==> src/rtl/ann_pkg.sv <==
// Shared definitions for the fully-connected layer blocks: scheduler state
// encoding and the neuron result-width helper.
package ann_pkg;

    typedef enum logic [2:0] {
        IDLE    = 3'd0,
        FETCH   = 3'd1,
        WAIT    = 3'd2,
        CAPTURE = 3'd3,
        OUTPUT  = 3'd4,
        DONE    = 3'd5
    } sched_state_t;

    // The neuron's accumulator carries eight guard bits over its input width.
    function automatic int RESULT_BITS(input int nb);
        return nb + 8;
    endfunction

endpackage

==> src/rtl/layer_scheduler.sv <==
// Steps the shared neuron datapath through every output index of one layer
// and hands each captured result downstream over valid/ready.
//
// state   | meaning
// --------+-----------------------------------------------------------
// IDLE    | waiting for start; activation select latched on accept
// FETCH   | weight row / bias read strobe for the current index
// WAIT    | memory + neuron input register latency (down-counter)
// CAPTURE | neuron result valid; registered into out_data/out_idx
// OUTPUT  | out_valid high; held until out_ready
// DONE    | one-cycle completion pulse
module layer_scheduler
    import ann_pkg::*;
#(
    parameter int NUM_NEURONS = 10,
    parameter int NEURON_BITS = 8,
    parameter int MEM_LATENCY = 1,
    parameter int IDX_BITS    = (NUM_NEURONS > 1) ? $clog2(NUM_NEURONS) : 1
) (
    input  logic                                clk,
    input  logic                                rst,
    input  logic                                start,
    input  logic                                relu_en,
    output logic                                busy,
    output logic                                done,
    output logic                                mem_rd_en,
    output logic [IDX_BITS-1:0]                 mem_addr,
    output logic                                activation_func,
    input  logic [RESULT_BITS(NEURON_BITS)-1:0] neuron_result,
    output logic                                out_valid,
    input  logic                                out_ready,
    output logic [IDX_BITS-1:0]                 out_idx,
    output logic [RESULT_BITS(NEURON_BITS)-1:0] out_data
);

    localparam int CNT_BITS = (MEM_LATENCY > 1) ? $clog2(MEM_LATENCY) : 1;
    localparam logic [IDX_BITS-1:0] LAST_IDX  = IDX_BITS'(NUM_NEURONS - 1);
    localparam logic [CNT_BITS-1:0] WAIT_LOAD = CNT_BITS'(MEM_LATENCY - 1);

    sched_state_t        state;
    sched_state_t        state_next;
    logic [IDX_BITS-1:0] idx;
    logic [CNT_BITS-1:0] wait_cnt;

    always_comb begin
        state_next = state;
        case (state)
            IDLE:    if (start) state_next = FETCH;
            FETCH:   state_next = WAIT;
            WAIT:    if (wait_cnt == '0) state_next = CAPTURE;
            CAPTURE: state_next = OUTPUT;
            OUTPUT:  if (out_ready) state_next = (idx == LAST_IDX) ? DONE : FETCH;
            DONE:    state_next = IDLE;
            default: state_next = IDLE;
        endcase
    end

    // busy/out_valid are registered from the next state so they line up with it.
    always_ff @(posedge clk) begin
        if (rst) begin
            state           <= IDLE;
            idx             <= '0;
            wait_cnt        <= '0;
            busy            <= 1'b0;
            out_valid       <= 1'b0;
            activation_func <= 1'b0;
            out_idx         <= '0;
            out_data        <= '0;
        end else begin
            state     <= state_next;
            busy      <= (state_next != IDLE);
            out_valid <= (state_next == OUTPUT);
            case (state)
                IDLE: begin
                    if (start) begin
                        activation_func <= relu_en;
                        idx             <= '0;
                    end
                end
                FETCH: wait_cnt <= WAIT_LOAD;
                WAIT: begin
                    if (wait_cnt != '0) wait_cnt <= wait_cnt - 1'b1;
                end
                CAPTURE: begin
                    out_data <= neuron_result;
                    out_idx  <= idx;
                end
                OUTPUT: begin
                    if (out_ready && (idx != LAST_IDX)) idx <= idx + 1'b1;
                end
                default: ;
            endcase
        end
    end

    assign mem_rd_en = (state == FETCH);
    assign mem_addr  = idx;
    assign done      = (state == DONE);

endmodule

==> config.mk <==
export PLATFORM = sky130hd
export DESIGN_NAME = layer_scheduler
export DESIGN_NICKNAME = d
export VERILOG_FILES = /design/src/rtl/ann_pkg.sv /design/src/rtl/layer_scheduler.sv
export SDC_FILE = /design/constraint.sdc
export NUM_CORES = 1
export LEC_CHECK = 0
export ABC_AREA = 1
export CELL_PAD_IN_SITES_DETAIL_PLACEMENT = 0
export CELL_PAD_IN_SITES_GLOBAL_PLACEMENT = 1
export CORE_ASPECT_RATIO = 0.7
export CORE_UTILIZATION = 26
export CTS_CLUSTER_DIAMETER = 50
export DETAILED_ROUTE_END_ITERATION = 8
export PLACE_DENSITY_LB_ADDON = 0.1
export SLEW_MARGIN = 20
export SYNTH_ARGS = -nofsm -noshare
export SYNTH_HDL_FRONTEND = slang
export SYNTH_SLANG_ARGS = --single-unit
export TNS_END_PERCENT = 5
==> constraint.sdc <==
create_clock -name clk -period 1.2 [get_ports clk]
set_input_delay 0.24 -clock clk [delete_from_list [all_inputs] [get_ports clk]]
set_output_delay 0.24 -clock clk [all_outputs]
set_load 0.02 [all_outputs]
## Word-level counts from Yosys, hierarchy flattened

Index checks and enable logic that the tools add are counted.

| word-level totals | value |
|---|---|
| register bits after elaboration | 31 |
| output and inout port bits | 29 |
| word-level logic and storage cells | 37 |

| cells by class | value |
|---|---|
| $add $sub $neg | 2 |
| equality and inequality tests | 10 |
| mux-type cells | 10 |
| reductions and logical operators | 7 |

Operators by type and width:

| operator | number |
|---|---|
| one-hot mux 3 bit (5 select lines) | 1 |
| two-way mux 3 bit | 4 |
| equality test 3 bit (second input constant) | 3 |
| two-way mux 4 bit | 2 |
| one-hot mux 4 bit (2 select lines) | 1 |
| equality test 3 x 2 -> 1 bit (second input constant) | 2 |
| adder 4 x 1 -> 4 bit (second input constant) | 1 |
| equality test 4 bit (second input constant) | 1 |
| != test 2 bit (second input constant) | 2 |
| != test 4 bit (second input constant) | 1 |
| nonzero test 2 bit | 2 |
| equality test 3 x 1 -> 1 bit (second input constant) | 1 |
| zero test 3 bit | 1 |
| AND reduction 3 bit | 1 |
| nonzero test 3 bit | 1 |
| one-hot mux 1 bit (2 select lines) | 1 |
| AND reduction 2 bit | 1 |
| logical AND 1 bit | 1 |
| two-way mux 1 bit | 1 |
| subtractor 1 bit (second input constant) | 1 |

## Logic depth before layout (Yosys ltp)

| depth | value |
|---|---|
| depth in word-level cells | 5 |
| mapped depth | 8 |
| gate-level depth less buffers | 8 |

## Worst setup path before layout

No wires, ideal clock.

| timing | value |
|---|---|
| kind | register -> register |
| start | reg idx[1] (netlist: mem_addr[1]) |
| end | reg idx[0] (netlist: mem_addr[0]) |
| library setup time | 0.115 ns |
| arrival time | 1.162 ns |
| data required time | 1.085 ns |
| path slack | -0.077 ns |
| stages on the path, launching flop included | 7 |
| clock period less this slack | 1.277 ns |
| cell sequence | dfxtp_1 > inv_1 > ha_1 > nand3_1 > nand3_2 > xor2_1 > nor2_1 |

| between the ends | value |
|---|---|
| cells in the longest elaborated chain, start to end | 4 |

Ends and longest elaborated chain:

| item | line | RTL |
|---|---|---|
| from (decl) | layer_scheduler.sv:42 | `logic [IDX_BITS-1:0] idx;` |
| from (signal assigned) | layer_scheduler.sv:89 | `if (out_ready && (idx != LAST_IDX)) idx <= idx + 1'b1;` |
| != test 4 bit | layer_scheduler.sv:89 |  |
| logical AND 1 bit | layer_scheduler.sv:89 |  |
| != test 2 bit (no line) | -- |  |
| AND reduction 3 bit (no line) | -- |  |

Every way passes these cells.
A chain may end at the register's enable or synchronous reset.

## Worst setup path in the final report

| timing | value |
|---|---|
| start | reg state[2] |
| end | out done |

| between the ends | value |
|---|---|
| cells in the longest elaborated chain, start to end | 1 |

Ends and longest elaborated chain:

| item | line | RTL |
|---|---|---|
| from (decl) | layer_scheduler.sv:40 | `sched_state_t state;` |
| from (signal assigned) | layer_scheduler.sv:70 | `state <= state_next;` |
| equality test 3 bit | layer_scheduler.sv:98 | `assign done = (state == DONE);` |
| to (decl) | layer_scheduler.sv:25 | `output logic done,` |

Every way passes these cells.

==> results_dict.tcl <==
set metrics [dict create \
    outcome "finished, violations left" \
    violations "negative setup slack" \
    die_h_um 59.2 \
    routedWlPerCell_um 11.6 \
    first_iter_violations 23 \
    place_ws_ns -0.207 \
    min_period_over_period_pct 101 \
    finalSetupViolations 2 \
    hold_buffers 0 \
    vias_per_cell 4.33 \
    power.leakage_nw 0.822 \
    cts_made_buffers 5 \
    layout_setup_ws_ns -0.0107 \
    critPathMaxFanout 3 \
    cts_max_path_buffers 2 \
    syn_area_per_cell_sq_um 7.84 \
    ys_top_cells_by_area "dfxtp_1 (49%), nor2_1 (12%), o21ai_0 (8.7%)" \
    first_pass_iters 4 \
    rsz0062_at_grt "yes" \
    regToRegStartpoint "state[0]$_SDFF_PP0_" \
    ant_nets 0 \
    crit_path_end_kind "output port" \
    die_area_sq_um 4950 \
    ios 50 \
    die_w_um 83.7 \
    antenna_found_initial 0 \
    worst_pin_slew_ns 0.222 \
    finalWirelength_mm 3.25 \
    max-cap-violations 0 \
    place_area_sq_um 1870 \
    drv_slew 0 \
    h-tree-depth 2 \
    drive_above_1_share_pct 32.4 \
    grt_pass1_vias 1197 \
    max_freq_mhz 826 \
    intPower_mw 1.71 \
    cts-root-buf "clkbuf_8" \
    required_ns 0.96 \
    syn_area_sq_um 1210 \
    post_synth_num_cell_types 21 \
    power_density_nw_per_um2 1190 \
    fin_area_sq_um 1970 \
    worst_ep_arrival_time_ns 0.97 \
    synth_top_area_share_pct 49.4 \
    hold_path.class "flop to flop" \
    synth-seq-area-share_pct 49.4 \
    hold_start "activation_func$_SDFFE_PP0P_" \
    ys_seq_elements 30 \
    place_hpwl_mm 2.41 \
    slew_headroom_pct 85.2 \
    switching_power_uw 631 \
    syn2layout_area_growth_pct 61.8 \
    yosysTopAreaCell "dfxtp_1" \
    yosysWarnings 0 \
    gp_congestion 0.828 \
    vias 1212 \
    p_total_mw 2.34 \
    synthCells 155 \
    port_buffers 49 \
    grt_max_degree 19 \
    hold_violations 0 \
    grt_usage_pct 14.1 \
    cts_tree "yes" \
    crit_start "state[2]$_SDFF_PP0_" \
    drc 0 \
    nNetsFinal 247 \
    finalClockSkew_ns 0.00440 \
    fp-row-count 20 \
    path_clk_slew_ns 0.06 \
    period_needed_ns 1.21 \
    p_clk_share_pct 35.4 \
    insertion_delay_ns 0.28 \
    gr-total-overflow 0 \
    diodes 0 \
    coreArea_sq_um 4400 \
    final_util_pct 44.6 \
    p_seq_share_pct 45.9 \
    synth_fp_nets 178 \
    clock-sinks 30 \
    max-vdd-ir-drop_mv 0.662 \
    worstSetupPathType "flop to output port" \
    grt_pass1_wl_mm 5.38 \
    critPathLaunchType "flop" \
    power_frac_comb_pct 18.7 \
    start_util_pct 27.6 \
    p_sw_share_pct 26.9 \
]
[final timing paths]
path / to / slack [ns] / depth (start not counted)
setup reg to reg: mem_addr[2]$_SDFFE_PP0P_ / 0.02 / 6
hold reg to reg: activation_func$_SDFFE_PP0P_ / 0.44 / 2
setup / recovery: done / -0.01 / 3
hold / removal: activation_func$_SDFFE_PP0P_ / 0.44 / 2
[synthesized netlist by cell type (all sizes together)]
master	count
nor3	1
a21oi	9
nor2	41
o21ai	22
buf	2
or2	1
clkbuf	3
nand3	12
xor2	1
nand2	17
dfxtp	30
nand4	2
inv	12
ha	2
[flip-flops by register name, indices dropped and copies added, names as in the netlist]
register	cells
out_idx	4
out_data	16
activation_func	1
out_valid	1
state	3
busy	1
mem_addr	4
[final cells by class]
class / instances / area, sq um
fillers: 456 / 2440
flip-flops and latches: 30 / 612
multi-input cells: 108 / 591
repair buffers: 67 / 556
clock buffers: 7 / 86.3
well taps: 55 / 68.8
inverters: 12 / 47.5
clock inverters: 1 / 5.00
[layer usage]
metal	global-route usage, %	wire [um]	vias to the layer above
li1	-	-	640
met1	18.3	1670	539
met2	21.0	1380	31
met3	5.99	189	2
met4	5.08	16	0
met5	0	0	-
[kinds of logic (layout without fill, tap and decap cells)]
| kind of cell | count (synthesis) | after routing | share of synthesized area, % |
|---|---|---|---|
| XOR/XNOR | 1 | 1 | 0.721 |
| adder cells (fa/ha/maj) | 2 | 2 | 2.06 |
| AND/OR/NAND/NOR | 74 | 74 | 28.1 |
| AO/OA/AOI/OAI | 31 | 31 | 13.1 |
| flip-flops | 30 | 30 | 49.4 |
| buffers and inverters | 17 | 87 | 6.59 |
[stage by stage]
| step | hold slack [ns] | instances | setup TNS (ns) |
|---|---|---|---|
| CTS | 0.446 | 279 | -0.118 |
| global route | 0.497 | 280 | -0.447 |
| finish | 0.445 | 280 | -0.0156 |
| global placement | 0.430 | 271 | -2.01 |
| floorplan | 0.302 | 155 | -0.0265 |
| detailed placement | 0.440 | 271 | -1.85 |
[worst max-delay path: stages (launching register included)]
cell and delay, ns:
dfxtp_2 0.34, inv_2 0.06, nor3_2 0.15, buf_4 0.16
[power groups by stage]
stage               sequential, mW  combinational, mW  clock (mW)
floorplan                     1.15              0.157           0
global placement              1.09              0.444           0
detailed placement            1.09              0.446           0
CTS                           1.07              0.419       0.865
global route                  1.08              0.480       0.927
finish                        1.08              0.438       0.829
[placed cells by master (no fill, tap or decap), drive strengths merged]
master	count
clkbuf	22
dfxtp	30
a21oi	9
ha	2
xor2	1
nand4	2
inv	12
o21ai	22
or2	1
clkinv	1
buf	21
clkdlybuf4s50	20
nor3	1
nand3	12
nor2	41
clkdlybuf4s15	11
nand2	17
[timing repair]
item                                    CTS  global route
setup buffers                             0             1
gates resized for setup                  45            71
pin swaps                                 0             9
endpoints found under the setup margin   31            42
Power figures use the tool's default switching activity.
